$ cat src/rtl/fault_capture_pkg.sv
// fault_capture_pkg: shared state encoding and widths for the fault capture sequencer.
package fault_capture_pkg;

    localparam int CNT_W_DEF    = 32;
    localparam int N_FAULT_DEF  = 8;
    localparam int SW_FAULT_BIT = N_FAULT_DEF;
    localparam int FF_W         = 4;

    typedef enum logic [2:0] {
        ST_IDLE    = 3'd0,
        ST_PREFILL = 3'd1,
        ST_ARMED   = 3'd2,
        ST_POST    = 3'd3,
        ST_FROZEN  = 3'd4
    } state_e;

endpackage

$ cat src/rtl/fault_edge_prio.sv
// fault_edge_prio: masked rising-edge detect of fault levels, software trigger merge
// and lowest-index priority encode of the resulting event vector.
module fault_edge_prio
    import fault_capture_pkg::*;
#(
    parameter int N_FAULT = N_FAULT_DEF
) (
    input  logic               clk,
    input  logic               reset,
    input  logic               usr_rst,
    input  logic [N_FAULT-1:0] fault_i,
    input  logic [N_FAULT-1:0] mask_i,
    input  logic               sw_trig_i,
    output logic [N_FAULT:0]   events_o,
    output logic               any_o,
    output logic [FF_W-1:0]    first_o
);

    logic [N_FAULT-1:0] prev_q;
    logic [N_FAULT-1:0] prev_d;
    logic [N_FAULT-1:0] edge_v;

    // prev tracks the raw level in every state so a level held across arming never fires
    assign prev_d = usr_rst ? '0 : fault_i;

    always_ff @(posedge clk or posedge reset) begin
        if (reset) prev_q <= '0;
        else       prev_q <= prev_d;
    end

    assign edge_v   = fault_i & mask_i & ~prev_q;
    assign events_o = {sw_trig_i, edge_v};
    assign any_o    = |events_o;

    always_comb begin
        first_o = FF_W'(N_FAULT);
        for (int i = N_FAULT - 1; i >= 0; i--)
            if (edge_v[i]) first_o = FF_W'(i);
    end

endmodule

$ cat src/rtl/fault_capture_ctrl.sv
// fault_capture_ctrl: arms post-mortem capture, waits for a qualified fault, counts
// post-fault ticks, freezes the NPI buffer and holds it until software acknowledges.
module fault_capture_ctrl
    import fault_capture_pkg::*;
#(
    parameter int N_FAULT = N_FAULT_DEF,
    parameter int CNT_W   = CNT_W_DEF
) (
    input  logic               clk,
    input  logic               reset,
    input  logic               usr_rst,
    input  logic               arm,
    input  logic               sample_tick,
    input  logic [N_FAULT-1:0] fault_in,
    input  logic [N_FAULT-1:0] fault_mask,
    input  logic               sw_trig,
    input  logic [CNT_W-1:0]   cfg_pre_cnt,
    input  logic [CNT_W-1:0]   cfg_post_cnt,
    input  logic               cfg_auto_rearm,
    input  logic               rd_ack,
    output logic               npi_enable,
    output logic [CNT_W-1:0]   post_count,
    output logic [N_FAULT:0]   fault_latch,
    output logic [FF_W-1:0]    first_fault,
    output logic [CNT_W-1:0]   fault_ts,
    output logic [2:0]         state,
    output logic               done,
    output logic               irq
);

    state_e             state_q, state_d;
    logic               npi_q, npi_d;
    logic               done_q, done_d;
    logic               irq_q, irq_d;
    logic [CNT_W-1:0]   samp_q, samp_d;
    logic [CNT_W-1:0]   post_q, post_d;
    logic [CNT_W-1:0]   pre_sh_q, pre_sh_d;
    logic [CNT_W-1:0]   post_sh_q, post_sh_d;
    logic [CNT_W-1:0]   ts_q, ts_d;
    logic [N_FAULT:0]   latch_q, latch_d;
    logic [FF_W-1:0]    first_q, first_d;
    logic [N_FAULT:0]   events;
    logic               ev_any;
    logic [FF_W-1:0]    ev_first;
    logic               restart;
    logic               counting;

    fault_edge_prio #(
        .N_FAULT (N_FAULT)
    ) u_edge (
        .clk       (clk),
        .reset     (reset),
        .usr_rst   (usr_rst),
        .fault_i   (fault_in),
        .mask_i    (fault_mask),
        .sw_trig_i (sw_trig),
        .events_o  (events),
        .any_o     (ev_any),
        .first_o   (ev_first)
    );

    assign counting = state_q inside {ST_PREFILL, ST_ARMED, ST_POST};

    always_comb begin
        state_d   = state_q;
        done_d    = 1'b0;
        irq_d     = irq_q;
        samp_d    = samp_q;
        post_d    = post_q;
        pre_sh_d  = pre_sh_q;
        post_sh_d = post_sh_q;
        ts_d      = ts_q;
        latch_d   = latch_q;
        first_d   = first_q;
        restart   = 1'b0;
        case (state_q)
            ST_IDLE: begin
                if (arm) begin
                    state_d = ST_PREFILL;
                    restart = 1'b1;
                end
            end
            ST_PREFILL: begin
                if (samp_q >= pre_sh_q) state_d = ST_ARMED;
            end
            ST_ARMED: begin
                if (ev_any) begin
                    state_d = ST_POST;
                    latch_d = events;
                    first_d = ev_first;
                    ts_d    = samp_q;
                    post_d  = '0;
                end
            end
            ST_POST: begin
                latch_d = latch_q | events;
                if (post_q >= post_sh_q) begin
                    state_d = ST_FROZEN;
                    done_d  = 1'b1;
                    irq_d   = 1'b1;
                end else if (sample_tick) begin
                    post_d = post_q + 1'b1;
                end
            end
            ST_FROZEN: begin
                if (rd_ack) begin
                    irq_d   = 1'b0;
                    state_d = cfg_auto_rearm ? ST_PREFILL : ST_IDLE;
                    restart = cfg_auto_rearm;
                end
            end
            default: state_d = ST_IDLE;
        endcase
        if (counting && sample_tick && !(&samp_q)) samp_d = samp_q + 1'b1;
        // Config is sampled only when a run starts; later writes wait for the next run.
        if (restart) begin
            pre_sh_d  = cfg_pre_cnt;
            post_sh_d = cfg_post_cnt;
            samp_d    = '0;
            latch_d   = '0;
            post_d    = '0;
        end
        npi_d = state_d inside {ST_PREFILL, ST_ARMED, ST_POST};
        if (usr_rst) begin
            state_d   = ST_IDLE;
            npi_d     = 1'b0;
            done_d    = 1'b0;
            irq_d     = 1'b0;
            samp_d    = '0;
            post_d    = '0;
            pre_sh_d  = '0;
            post_sh_d = '0;
            ts_d      = '0;
            latch_d   = '0;
            first_d   = '0;
        end
    end

    always_ff @(posedge clk or posedge reset) begin
        if (reset) begin
            state_q   <= ST_IDLE;
            npi_q     <= 1'b0;
            done_q    <= 1'b0;
            irq_q     <= 1'b0;
            samp_q    <= '0;
            post_q    <= '0;
            pre_sh_q  <= '0;
            post_sh_q <= '0;
            ts_q      <= '0;
            latch_q   <= '0;
            first_q   <= '0;
        end else begin
            state_q   <= state_d;
            npi_q     <= npi_d;
            done_q    <= done_d;
            irq_q     <= irq_d;
            samp_q    <= samp_d;
            post_q    <= post_d;
            pre_sh_q  <= pre_sh_d;
            post_sh_q <= post_sh_d;
            ts_q      <= ts_d;
            latch_q   <= latch_d;
            first_q   <= first_d;
        end
    end

    assign npi_enable  = npi_q;
    assign post_count  = post_q;
    assign fault_latch = latch_q;
    assign first_fault = first_q;
    assign fault_ts    = ts_q;
    assign state       = state_q;
    assign done        = done_q;
    assign irq         = irq_q;

endmodule

$ cat config.mk
export PLATFORM = sky130hd
export DESIGN_NAME = fault_capture_ctrl
export DESIGN_NICKNAME = d
export VERILOG_FILES = /design/src/rtl/fault_capture_pkg.sv /design/src/rtl/fault_edge_prio.sv /design/src/rtl/fault_capture_ctrl.sv
export SDC_FILE = /design/constraint.sdc
export NUM_CORES = 1
export LEC_CHECK = 0
export ABC_AREA = 1
export CAP_MARGIN = 15
export CORE_MARGIN = 2
export CORE_UTILIZATION = 55
export DETAILED_ROUTE_END_ITERATION = 12
export PLACE_DENSITY = 0.8
export SETUP_SLACK_MARGIN = 0.15
export SLEW_MARGIN = 0
export SYNTH_ARGS = -nofsm -noshare
export SYNTH_HDL_FRONTEND = slang
export SYNTH_SLANG_ARGS = --single-unit
export TNS_END_PERCENT = 5
$ cat constraint.sdc
create_clock -name clk -period 8.1 [get_ports clk]
set_clock_uncertainty 0.1 [all_clocks]
set_input_delay 0.81 -clock clk [delete_from_list [all_inputs] [get_ports clk]]
set_output_delay 0.81 -clock clk [all_outputs]
set_load 0.1 [all_outputs]
==> flow_metrics.py <==
metrics = {
    "routing": {
        "viasPerCell": 5.651,
        "drt_pass1_iterations": 8,
        "drtIter0Drc": 981,
        "drt-total-wl_mm": 30.53,
        "post_drt_wl_per_cell_um": 16.66,
        "vias": 10350,
        "drcViolationCount": 0,
        "ant_nets": 0,
    },
    "power_and_ir_drop": {
        "clkPwrFrac": 0.409,
        "p_switching_uw": 601.8,
        "leakage_uw": 0.005937,
        "p_seq_frac": 0.464,
        "swShare": 0.2877,
        "internal_power_uw": 1490,
        "vdd_drop_max_mv": 0.1498,
        "power_uw": 2092,
        "p_comb_frac": 0.127,
        "power.density_nw_per_um2": 156.9,
    },
    "min_path": {
        "hold_class": "reg2reg",
        "hp-start": "post_sh_q[0]$_DFFE_PP0P_",
        "worstHoldPathCells": 2,
        "min_to": "post_sh_q[0]$_DFFE_PP0P_",
    },
    "floorplan": {
        "die_w_um": 145.0,
        "ios": 171,
        "fp.dieH_um": 145.0,
        "rows": 51,
        "coreArea_um2": 19460,
        "start_util": 0.5617,
        "dieArea_um2": 21020,
    },
    "sta": {
        "rsz0062_at_grt": "no",
        "drv_slew": 0,
        "fin_crit_ns": 3.786,
        "clock.fmax_ghz": 0.2642,
        "post-route-worst-setup-slack_ns": 4.314,
        "final-hold-violation-count": 0,
        "fin_setup_tns_ns": 0,
        "period_share": 0.4674,
        "worst_pin_slew_ns": 1.129,
        "worst_slew_margin_rel": 0.2469,
        "hold_ws_ns": 0.3829,
        "setup_violations": 0,
    },
    "critical_path": {
        "reg2reg_slack_ns": 5.00,
        "crit_buf_inv": 4,
        "crit_arrival_ns": 4.01,
        "r2r_cells": 9,
        "cp_cell_sequence": "clkdlybuf4s50_1, buf_4, clkinv_2, nand4_1, nand2_1, inv_2, nand2_2, nand3_1, nand2_1",
        "critical_path_class": "in2reg",
        "r2r_end": "post_count[13]$_DFFE_PP0P_",
        "r2r_start": "post_count[23]$_DFFE_PP0P_",
        "critPathMaxStageDelay_ns": 0.61,
        "crit_path_max_fanout": 44,
        "critPathTopFamily": "buffers and inverters",
        "slowest_stage": "nand2_2",
        "cp-end-kind": "flip-flop",
        "cp.required_ns": 8.32,
        "start_kind": "input pin",
        "path_common_cell": "nand2_1",
    },
    "placement": {
        "dp_hpwl_mm": 21.17,
        "gp_congestion": 0.9548,
        "io_buffers": 170,
        "dp_slack_ns": 3.916,
    },
    "outcome": {
        "status": "finished clean",
    },
    "cells_and_area": {
        "fin_util": 0.6852,
        "seqCellArea_um2": 4679,
        "drive_above_1_share": 0.05361,
        "syn2layout_area_growth_pct": 21.99,
        "multiInputGateArea_um2": 5356,
        "fin_nets": 1708,
        "n_antenna_cell": 0,
        "fill_cells": 1610,
    },
    "grt": {
        "grt_usage": 0.2856,
        "grt_pass1_wl_mm": 48.95,
        "grt_pass1_vias": 9753,
        "overflow": 0,
        "grt_max_degree": 94,
        "antenna_found_initial": 0,
    },
    "synthesis": {
        "synth_area_per_cell_um2": 7.709,
        "ys_ff_latch": 187,
        "syn_nets": 1572,
        "syn_area_um2": 10930,
        "yosysWarnings": 0,
        "seq_area_frac_synth": 0.4281,
        "synth_cell_types": 41,
        "synth_cells": 1418,
    },
    "clock_network": {
        "cts_setup_buffers": 0,
        "h-tree-depth": 4,
        "cts_sinks": 187,
        "clock_latency_ns": 0.44,
        "cts_resized": 0,
        "root_buffer": "clkbuf_16",
        "clk_pin_slew_worst_paths_ns": 0.07,
        "cts-hold-fix-buffers": 0,
        "cts_made_buffers": 17,
        "clock_path_buffers": 2,
        "cts_tree": "yes",
    },
    "flow_run": {
        "cap_viol_max_count": 0,
    },
}
through the flow:
step | cells | instance area (um^2)
floorplan | 1418 | 10930
global placement | 1800 | 12740
detailed placement | 1800 | 12740
CTS | 1832 | 13340
global route | 1832 | 13340
finish | 1832 | 13340
Yosys cell counts:
cell type,count,area [um^2]
o211ai_1,1,7.510
buf_1,2,7.510
or2_2,3,18.77
a31oi_1,3,18.77
nand2_1,276,1036
a21boi_0,1,7.510
o21ai_2,1,8.760
nand4_4,1,21.27
a21oi_1,42,210.2
o21ai_1,37,185.2
buf_6,1,11.26
or2_1,2,12.51
o31ai_1,9,67.56
xnor2_1,7,61.31
nor3_2,7,70.07
a21o_1,4,30.03
a211oi_1,1,7.510
xor2_1,19,166.4
inv_1,149,559.3
nor2_2,7,43.79
o21ai_0,77,385.4
a21oi_2,1,8.760
nand3b_1,4,30.03
nand4_2,1,12.51
clkbuf_1,30,112.6
nand3_1,221,1106
nor4_1,11,68.82
o21bai_1,3,22.52
buf_4,7,52.55
inv_2,14,52.55
nor2_4,2,22.52
ha_1,66,825.8
dfrtp_1,187,4679
nand2_2,7,43.79
buf_2,20,100.1
nor3_1,36,180.2
a32oi_1,1,8.760
nand4_1,18,112.6
nor3b_1,6,45.04
o21a_1,3,22.52
nor2_1,130,488.0
cell usage in the layout, fill, tap and decap left out, types with 4 or more instances in the layout:
cell type,instances
o21ai_0,77
o31ai_1,9
a21oi_1,42
nor3_1,36
ha_1,66
dfrtp_1,187
nor3_2,7
inv_8,5
clkbuf_16,17
nor2_2,7
nand2_1,276
nand3b_1,4
nor2_1,130
xor2_1,19
nand2_2,7
clkdlybuf4s50_1,170
nand4_1,18
nor4_1,11
o21ai_1,37
inv_1,148
nor3b_1,6
inv_2,13
a21o_1,4
inv_6,5
nand3_1,221
xnor2_1,7
buf_4,7
worst min-delay path, stage by stage (launching register included):
cell and delay (ns):
dfrtp_1 0.35, nand2_1 0.05, nand2_1 0.05
worst max-delay path by stage:
stage | startpoint | to | cells past startpoint
floorplan | reset | done$_DFF_PP0_ | 1
global placement | usr_rst | post_count[7]$_DFFE_PP0P_ | 9
detailed placement | usr_rst | post_count[5]$_DFFE_PP0P_ | 9
CTS | usr_rst | post_count[1]$_DFFE_PP0P_ | 9
global route | usr_rst | post_count[12]$_DFFE_PP0P_ | 9
finish | usr_rst | post_count[5]$_DFFE_PP0P_ | 9
flip-flops by register name, summed over array words and instances (netlist names), 3 cells and up:
register       cells
fault_latch        9
fault_ts          32
first_fault        4
post_count        32
post_sh_q         32
pre_sh_q          32
samp_q            32
state              3
u_edge.prev_q      8
layout make-up:
class                   instances  share of cell area
clock buffers                  17             0.03190
multi-input cells            1008              0.4017
well taps                     265             0.02486
clock inverters                15             0.01276
repair buffers                177              0.1315
inverters                     163             0.04635
flip-flops and latches        187              0.3509
per-layer routing:
layer	part of all wire	vias to the layer above	global-route usage	routed length, um
met5	0	-	0	0
met4	0.022	0	0.1000	686
met3	0.070	61	0.04371	2148
met2	0.50	437	0.4869	15150
met1	0.41	4888	0.3719	12550
li1	-	4966	-	-
cells by family after synthesis:
group / count (synthesis) / synth area share
AOI/OAI and AO/OA: 184 / 0.09065
xor gates and xnor gates: 26 / 0.02083
adders and majority gates: 66 / 0.07554
buffers and inverters: 223 / 0.08195
DFF: 187 / 0.4281
and+or+nand+nor: 732 / 0.3030
power by group through the flow:
stage	registers, uW	clock network, uW	logic (uW)
floorplan	1000	0	158
detailed placement	989	0	264
global placement	988	0	257
finish	971	855	266
global route	974	901	295
CTS	971	859	267
Power figures use the tool's default switching activity.
